`src/rtl/cpu_pkg.sv`:
```
`default_nettype none
// ============================================================================
//  Module      : cpu_pkg
//  Description : Shared types and constants for the pipelined CPU front end.
//  Revision    : 1.0 - initial release
// ============================================================================
package cpu_pkg;

    localparam int DEFAULT_ADDR_W  = 64;
    localparam int DEFAULT_INSTR_W = 32;

    localparam int          PC_INCR   = 4;
    localparam logic [31:0] NOP_INSTR = 32'h0;

    typedef enum logic [1:0] {
        REQ  = 2'd0,
        WAIT = 2'd1,
        DROP = 2'd2
    } fetch_state_t;

endpackage : cpu_pkg
`default_nettype wire

```
`src/rtl/fetch_hold_buffer.sv`:
```
`default_nettype none
// ============================================================================
//  Module      : fetch_hold_buffer
//  Description : One-entry skid buffer for a fetched {instr, pc} pair.
//  Revision    : 1.0 - initial release
// ============================================================================
module fetch_hold_buffer #(
    parameter int ADDR_W  = 64,
    parameter int INSTR_W = 32
) (
    input  logic               clk,
    input  logic               rst,
    input  logic               i_load,
    input  logic               i_drain,
    input  logic               i_clear,
    input  logic [INSTR_W-1:0] i_instr,
    input  logic [ADDR_W-1:0]  i_pc,
    output logic               o_valid,
    output logic [INSTR_W-1:0] o_instr,
    output logic [ADDR_W-1:0]  o_pc
);

    logic               r_valid;
    logic [INSTR_W-1:0] r_instr;
    logic [ADDR_W-1:0]  r_pc;

    // Clear wins over load so a squash never leaves a wrong-path entry behind.
    always_ff @(posedge clk) begin
        if (rst) begin
            r_valid <= 1'b0;
            r_instr <= '0;
            r_pc    <= '0;
        end else if (i_clear) begin
            r_valid <= 1'b0;
        end else if (i_load) begin
            r_valid <= 1'b1;
            r_instr <= i_instr;
            r_pc    <= i_pc;
        end else if (i_drain) begin
            r_valid <= 1'b0;
        end
    end

    assign o_valid = r_valid;
    assign o_instr = r_instr;
    assign o_pc    = r_pc;

endmodule : fetch_hold_buffer
`default_nettype wire

```
`src/rtl/fetch_stage.sv`:
```
`default_nettype none
// ============================================================================
//  Module      : fetch_stage
//  Description : Instruction fetch: PC, imem request/response and IF/DEC reg.
//  Revision    : 1.0 - initial release
// ============================================================================
module fetch_stage
    import cpu_pkg::*;
#(
    parameter int                ADDR_W   = DEFAULT_ADDR_W,
    parameter int                INSTR_W  = DEFAULT_INSTR_W,
    parameter logic [ADDR_W-1:0] RESET_PC = '0
) (
    input  logic               clk,
    input  logic               reset,
    output logic               imem_req_valid,
    input  logic               imem_req_ready,
    output logic [ADDR_W-1:0]  imem_req_addr,
    input  logic               imem_resp_valid,
    input  logic [INSTR_W-1:0] imem_resp_data,
    input  logic               stall_d,
    input  logic               br_taken,
    input  logic [ADDR_W-1:0]  br_target,
    output logic [INSTR_W-1:0] instr_d,
    output logic [ADDR_W-1:0]  pc_d,
    output logic               valid_d
);

    fetch_state_t       r_state;
    logic [ADDR_W-1:0]  r_pc;
    logic [ADDR_W-1:0]  r_reqAddr;
    logic               r_validD;
    logic [INSTR_W-1:0] r_instrD;
    logic [ADDR_W-1:0]  r_pcD;

    logic               w_holdValid;
    logic [INSTR_W-1:0] w_holdInstr;
    logic [ADDR_W-1:0]  w_holdPc;

    logic               w_reqValid;
    logic               w_reqFire;
    logic               w_respFire;
    logic               w_redirect;
    logic               w_respToIfd;
    logic               w_holdLoad;
    logic               w_holdDrain;
    logic [ADDR_W-1:0]  w_target;

    // No new request while the skid entry is occupied; it must drain first.
    assign w_reqValid  = (r_state == REQ) && !w_holdValid && !reset;
    assign w_reqFire   = w_reqValid && imem_req_ready;
    assign w_respFire  = imem_resp_valid && (r_state == WAIT);
    assign w_redirect  = br_taken && r_validD && !stall_d;
    assign w_target    = br_target & ~ADDR_W'(3);

    assign w_respToIfd = w_respFire && !w_redirect && (!r_validD || !stall_d);
    assign w_holdLoad  = w_respFire && r_validD && stall_d;
    assign w_holdDrain = w_holdValid && !stall_d;

    fetch_hold_buffer #(
        .ADDR_W  (ADDR_W),
        .INSTR_W (INSTR_W)
    ) u_holdBuffer (
        .clk     (clk),
        .rst     (reset),
        .i_load  (w_holdLoad),
        .i_drain (w_holdDrain),
        .i_clear (w_redirect),
        .i_instr (imem_resp_data),
        .i_pc    (r_reqAddr),
        .o_valid (w_holdValid),
        .o_instr (w_holdInstr),
        .o_pc    (w_holdPc)
    );

    always_ff @(posedge clk) begin
        if (reset) begin
            r_state   <= REQ;
            r_pc      <= RESET_PC;
            r_reqAddr <= '0;
            r_validD  <= 1'b0;
            r_instrD  <= INSTR_W'(NOP_INSTR);
            r_pcD     <= '0;
        end else begin
            if (w_reqFire) begin
                r_reqAddr <= r_pc;
            end

            if (w_redirect) begin
                r_pc <= w_target;
            end else if (w_reqFire) begin
                r_pc <= r_pc + ADDR_W'(PC_INCR);
            end

            // A redirect turns any in-flight request into a stale one to drop.
            case (r_state)
                REQ: begin
                    if (w_reqFire) begin
                        r_state <= w_redirect ? DROP : WAIT;
                    end
                end
                WAIT: begin
                    if (imem_resp_valid) begin
                        r_state <= REQ;
                    end else if (w_redirect) begin
                        r_state <= DROP;
                    end
                end
                DROP: begin
                    if (imem_resp_valid) begin
                        r_state <= REQ;
                    end
                end
                default: r_state <= REQ;
            endcase

            if (w_redirect) begin
                r_validD <= 1'b0;
            end else if (w_holdDrain) begin
                r_validD <= 1'b1;
                r_instrD <= w_holdInstr;
                r_pcD    <= w_holdPc;
            end else if (w_respToIfd) begin
                r_validD <= 1'b1;
                r_instrD <= imem_resp_data;
                r_pcD    <= r_reqAddr;
            end else if (!stall_d) begin
                r_validD <= 1'b0;
            end
        end
    end

    assign imem_req_valid = w_reqValid;
    assign imem_req_addr  = r_pc;
    assign instr_d        = r_instrD;
    assign pc_d           = r_pcD;
    assign valid_d        = r_validD;

endmodule : fetch_stage
`default_nettype wire

```
`config.mk`:
```
export PLATFORM = sky130hd
export DESIGN_NAME = fetch_stage
export DESIGN_NICKNAME = d
export VERILOG_FILES = /design/src/rtl/cpu_pkg.sv /design/src/rtl/fetch_hold_buffer.sv /design/src/rtl/fetch_stage.sv
export SDC_FILE = /design/constraint.sdc
export NUM_CORES = 1
export LEC_CHECK = 0
export BUFFER_PORTS_ARGS = -buffer_cell sky130_fd_sc_hd__buf_2
export CORE_ASPECT_RATIO = 0.9
export CORE_MARGIN = 3
export CORE_UTILIZATION = 50
export DETAILED_ROUTE_END_ITERATION = 8
export PLACE_DENSITY = 0.81
export REMOVE_ABC_BUFFERS = 1
export SYNTH_ARGS = -nofsm -noshare
export SYNTH_HDL_FRONTEND = slang
export SYNTH_HIERARCHICAL = 1
export SYNTH_SLANG_ARGS = --single-unit
```
`constraint.sdc`:
```
create_clock -name clk -period 2.26 [get_ports clk]
set_input_delay 0.113 -clock clk [delete_from_list [all_inputs] [get_ports clk]]
set_output_delay 0.113 -clock clk [all_outputs]
set_load 0.1 [all_outputs]
```
Word-level counts from Yosys, hierarchy flattened:

Index checks and enable logic that the tools add are counted.

* register bits: 324
* input bits: 102
* output and inout port bits: 162
* logic and storage cells: 60

* $add $sub $neg: 1
* eq/ne operators: 6
* mux-type cells: 17
* bitwise logic cells: 1
* reductions and logical operators: 25

Operators with widths (count)
* $mux W64: 4
* $add A64 B3 Y64 const B: 1
* $mux W32: 2
* $logic_and A1 B1 Y1: 11
* $mux W2: 5
* $pmux W2 S3: 1
* $reduce_bool A2 Y1: 3
* $logic_not A1 Y1: 5
* $mux W1: 5
* $ne A2 B2 Y1 const B: 2
* $reduce_and A2 Y1: 2
* $ne A3 B1 Y1 const B: 1
* $ne A3 B3 Y1 const B: 1
* $reduce_and A3 Y1: 1
* $eq A2 B1 Y1 const B: 1
* $eq A2 B2 Y1 const B: 1
* $logic_not A2 Y1: 1
* $reduce_or A2 Y1: 1
* $logic_or A1 B1 Y1: 1
* $not A1 Y1: 1

Depth between registers and ports, before layout:

* depth in word-level cells: 7
* gate-level depth with buffers: 10

Modules after synthesis:

Netlist, hierarchy kept.

By module, submodules not included
* fetch_stage: times used 1, cells each 1147, area each 9882.0 um^2, sequential area each 4464.3 um^2
* fetch_hold_buffer: times used 1, cells each 440, area each 4386.7 um^2, sequential area each 1941.9 um^2

Worst setup path before layout:

No wires, ideal clock.

* path kind: reg-to-reg
* start: register r_pc[34] (netlist: imem_req_addr[34])
* end: register r_pc[60] (netlist: imem_req_addr[60])
* setup time: 0.086 ns
* arrival time: 2.842 ns
* path slack: -0.667 ns
* cell stages (with the launch flop): 7
* buffers on the path: 0
* period minus slack after synthesis: 2.927 ns
* path through: dfxtp_1 -> and3_2 -> nor4bb_1 -> nand4_1 -> nor4_1 -> xnor2_1 -> a211oi_1

* cells in the longest elaborated chain, start to end: 3

RTL lines
* start: declaration: RTL line fetch_stage.sv:30 `logic [ADDR_W-1:0] r_pc;`
* start signal: assignment: RTL line fetch_stage.sv:90 `r_pc <= w_target;`
* start signal: assignment: RTL line fetch_stage.sv:92 `r_pc <= r_pc + ADDR_W'(PC_INCR);`
* $add A64 B3 Y64: RTL line fetch_stage.sv:92
* $mux W64: RTL line fetch_stage.sv:91 `end else if (w_reqFire) begin`
* $mux W64: RTL line fetch_stage.sv:89 `if (w_redirect) begin`

No other way between the ends. The select of a mux whose other input is x is not followed.
A chain may end at the register's enable or synchronous reset.

Worst setup path after layout:

* start: register r_state[1]
* end: register r_pc[50] (netlist: imem_req_addr[50])

* cells in the longest elaborated chain, start to end: 5

RTL lines
* start: declaration: RTL line fetch_stage.sv:29 `fetch_state_t r_state;`
* start signal: assignment: RTL line fetch_stage.sv:99 `r_state <= w_redirect ? DROP : WAIT;`
* $logic_not A2 Y1: RTL line fetch_stage.sv:50 `assign w_reqValid = (r_state == REQ) && !w_holdValid && !reset;`
* $logic_and A1 B1 Y1 (2 in a row): RTL line fetch_stage.sv:50
* $logic_and A1 B1 Y1: RTL line fetch_stage.sv:51 `assign w_reqFire = w_reqValid && imem_req_ready;`
* $reduce_bool A2 Y1 (no source line)

No other way between the ends.

==> flow_summary_export.csv <==
group,metric,value,unit
hold_path,hp-start,"br_taken",
logic_synthesis,synth-edff-count,0,
sta,finClkSkew,0.0247,ns
pwr,ir_drop,0.479,mV
routing,drt-vias-per-instance,5.73,
floorplan,core.rowCount,58,
routing,wl,42800,um
logic_synthesis,async_flop_share,0,
logic_synthesis,avgSynthCellArea,8.99,um2
pwr,p_leak,0.00659,uW
clock_tree,cts_max_level,2,
routing,drt_iter0_markers,1072,
logic_synthesis,synth.lib_cells_used.distinct,48,
logic_synthesis,ys.flop_type,"dfxtp_1",
routing,ant_nets,0,
sta,fin_crit_sh,1.03,
sta,timing.final.ws_setup,-0.0787,ns
placement,hpwl,25900,um
worst_setup_path,end_kind,"register",
finish,drive_gt1_frac,0.225,
finish,multi_input_area,7390,um2
hold_path,whs_path_depth,4,
logic_synthesis,netlist_instances,1587,
worst_setup_path,rr_endpoint,"imem_req_addr[50]$_SDFFE_PP0P_",
logic_synthesis,yosys_register_bits,320,
run_status,status,"finished, violations left",
global_routing,grt_use_total,0.267,
clock_tree,clockBufferDepth,3,
sta,hold_viol,0,
global_routing,first_global_vias,12800,
clock_tree,cts-buffers-inserted,35,
global_routing,grt_use_met2,0.426,
sta,setup_violations,2,
sta,worst_pin_slew,0.838,ns
global_routing,antenna_found_initial,2,
finish,area_growth,28.8,%
finish,layout.nets,2022,
clock_tree,cts-root-buf,"clkbuf_16",
routing,drc_errors,0,
routing,drtPass1Iterations,5,
worst_setup_path,required,2.69,ns
floorplan,start_util,0.509,
sta,period_minus_slack,2.34,ns
hold_path,hold_class,"in2reg",
placement,gp_congestion,0.860,
finish,nFillCells,2118,
hold_path,hold_path_end,"valid_d$_SDFFE_PP0P_",
logic_synthesis,synth_area,14300,um2
floorplan,die-height,166,um
worst_setup_path,path_class,"reg2reg",
sta,max_freq,428,MHz
job,drv_cap,0,
pwr,powerDensity,693,nW/um2
global_routing,grt_pass1_wl,67400,um
routing,avgRoutedWirePerCell,18.6,um
sta,relSlewSlack,0.442,
floorplan,ios,264,
worst_setup_path,cp-start-kind,"register",
worst_setup_path,reg2reg_slack,-0.08,ns
floorplan,core_region_area,28000,um2
clock_tree,worst_skew_pair.late_latency,0.52,ns
global_routing,grtUsageMet3,0.0440,
sta,rsz0062_at_grt,"yes",
worst_setup_path,critPathMaxFanout,17,
global_routing,grt_overflow_total,0,
placement,io_buffers,259,
clock_tree,numClockSinks,320,
finish,utilization,0.656,
floorplan,dieWidth,184,um
placement,dpl_worst_slack,-0.118,ns
sta,slew_viol_final,0,
floorplan,die_area,30600,um2
run_status,violations,"setup timing",
logic_synthesis,ys.warnings.count,6,
clock_tree,cts_tree,"done",
clock_tree,clk_pin_slew,0.06,ns
global_routing,grt_max_degree,204,
routing,vias,13200,
worst_setup_path,worstRegToRegCells,7,
worst_setup_path,regToRegStartpoint,"r_state[1]$_SDFFE_PP0P_",
global_routing,gr-max-usage-layer,"met2",
worst_setup_path,crit_arrival,2.77,ns
global_routing,use_met1,0.352,
finish,regArea,6410,um2
logic_synthesis,ys_seq_area_frac,0.449,
worst max path at each step:
stage | endpoint | startpoint | slack, ns
2_1_floorplan | instr_d[0]$_SDFFE_PP0P_ | u_holdBuffer/o_valid$_SDFFE_PP0P_ | -8.20
3_3_place_gp | imem_req_addr[51]$_SDFFE_PP0P_ | r_state[0]$_SDFFE_PP0P_ | -0.04
3_5_place_dp | imem_req_addr[51]$_SDFFE_PP0P_ | r_state[0]$_SDFFE_PP0P_ | -0.12
4_1_cts | imem_req_addr[32]$_SDFFE_PP0P_ | r_state[0]$_SDFFE_PP0P_ | -0.004
5_1_grt | imem_req_addr[50]$_SDFFE_PP0P_ | r_state[1]$_SDFFE_PP0P_ | -0.19
6_report | imem_req_addr[50]$_SDFFE_PP0P_ | r_state[1]$_SDFFE_PP0P_ | -0.08
registers in the layout, indices dropped and copies added, names as in the netlist:
name	cells
imem_req_addr	62
instr_d	32
pc_d	64
r_reqAddr	62
r_state	2
u_holdBuffer/o_instr	32
u_holdBuffer/o_pc	64
u_holdBuffer/o_valid	1
valid_d	1
power by group:
group / switching, uW / total [uW] / leakage, uW / internal [uW]
sequential: 64.3 / 5800 / 0.00259 / 5740
combinational: 1100 / 1530 / 0.00347 / 422
clock: 2260 / 5410 / 0.000539 / 3150
total: 3430 / 12700 / 0.00659 / 9310
through the flow:
step / std cells / TNS (ns) / hold slack [ns] / instance area (um2) / total power, uW
2_1_floorplan: 1448 / -1348.08 / 0.182 / 13700 / 6880
5_1_grt: 2301 / -1.00 / 0.0777 / 18400 / 13100
6_report: 2302 / -0.0868 / 0.0916 / 18400 / 12700
3_5_place_dp: 2138 / -0.653 / 0.397 / 16100 / 7290
4_1_cts: 2295 / -0.00403 / 0.0648 / 18200 / 12800
3_3_place_gp: 2138 / -0.0432 / 0.386 / 16100 / 7280
worst max-delay path, stage by stage, from the launching register on:
cell and delay [ns]:
dfxtp_2 0.32, or4_4 0.56, inv_2 0.09, and4_4 0.25
nand3_4 0.22, nor4b_1 0.46, xnor2_1 0.13, a211oi_1 0.23
cells in the mapped netlist, types with 6 or more instances:
library cell	instances	area, um2
nand2_1	168	631
nor2_1	167	627
a311oi_1	10	87.6
dfxtp_1	320	6410
o21ai_1	42	210
nor4_1	12	75.1
xnor2_1	33	289
and3_1	7	43.8
and4_1	7	61.3
buf_6	6	67.6
clkbuf_1	104	390
mux2i_1	94	941
xor2_1	19	166
o21ai_0	66	330
nand4_1	14	87.6
or3_1	9	56.3
inv_1	6	22.5
nand4bb_1	96	1080
a21oi_1	65	325
a211oi_1	146	1100
buf_1	10	37.5
buf_2	9	45.0
buf_4	8	60.1
nand2b_1	96	601
nand3_1	19	95.1
nor3_1	16	80.1
placed cells by master (no fill, tap or decap), drive strengths merged, types with 3 or more instances in the layout:
master	count
nor4b	3
xnor2	33
conb	4
a21oi	65
clkbuf	48
or3	9
mux2i	94
clkinv	8
nor2	167
nor2b	3
nand3	20
and3	8
dlygate4sd3	97
and4	7
nand4	17
a211oi	146
a311oi	10
xor2	19
o21ai	108
nand2	168
nand4bb	96
buf	336
or4	3
nand2b	96
nor3	19
inv	8
dfxtp	320
nor4	15
logic make-up (layout without fill, tap and decap cells):
family | Yosys count | after routing | synth area share
simple gates | 636 | 637 | 0.260
compound gates | 334 | 334 | 0.146
flops | 320 | 320 | 0.449
buf+inv | 149 | 498 | 0.0457
mux | 94 | 94 | 0.0659
xor+xnor | 52 | 52 | 0.0319
fa+ha+maj | 1 | 1 | 0.000877
other cells | 1 | 6 | 0.000263
what timing repair did:
item / in CTS / in global routing
gates cloned: 1 / 0
endpoints found under the hold margin: 128 / 0
gates resized for setup: 7 / 21
hold buffers: 97 / 0
buffers inserted: 1 / 5
endpoints found under the setup margin: 16 / 29
pin swaps: 1 / 8
area by class of cell:
class                   count  share of cell area
multi-input cells        1122               0.402
flip-flops and latches    320               0.349
repair buffers            433               0.164
clock buffers              48              0.0553
well taps                 360              0.0245
clock inverters            10             0.00388
inverters                   7             0.00143
diodes                      2            0.000272
metal layers:
layer  up-vias  part of all wire
met2       511              0.46
met3       144             0.064
met5         -                 0
li1       6312                 -
met1      6224              0.43
met4         0             0.047
Power figures use the tool's default switching activity.
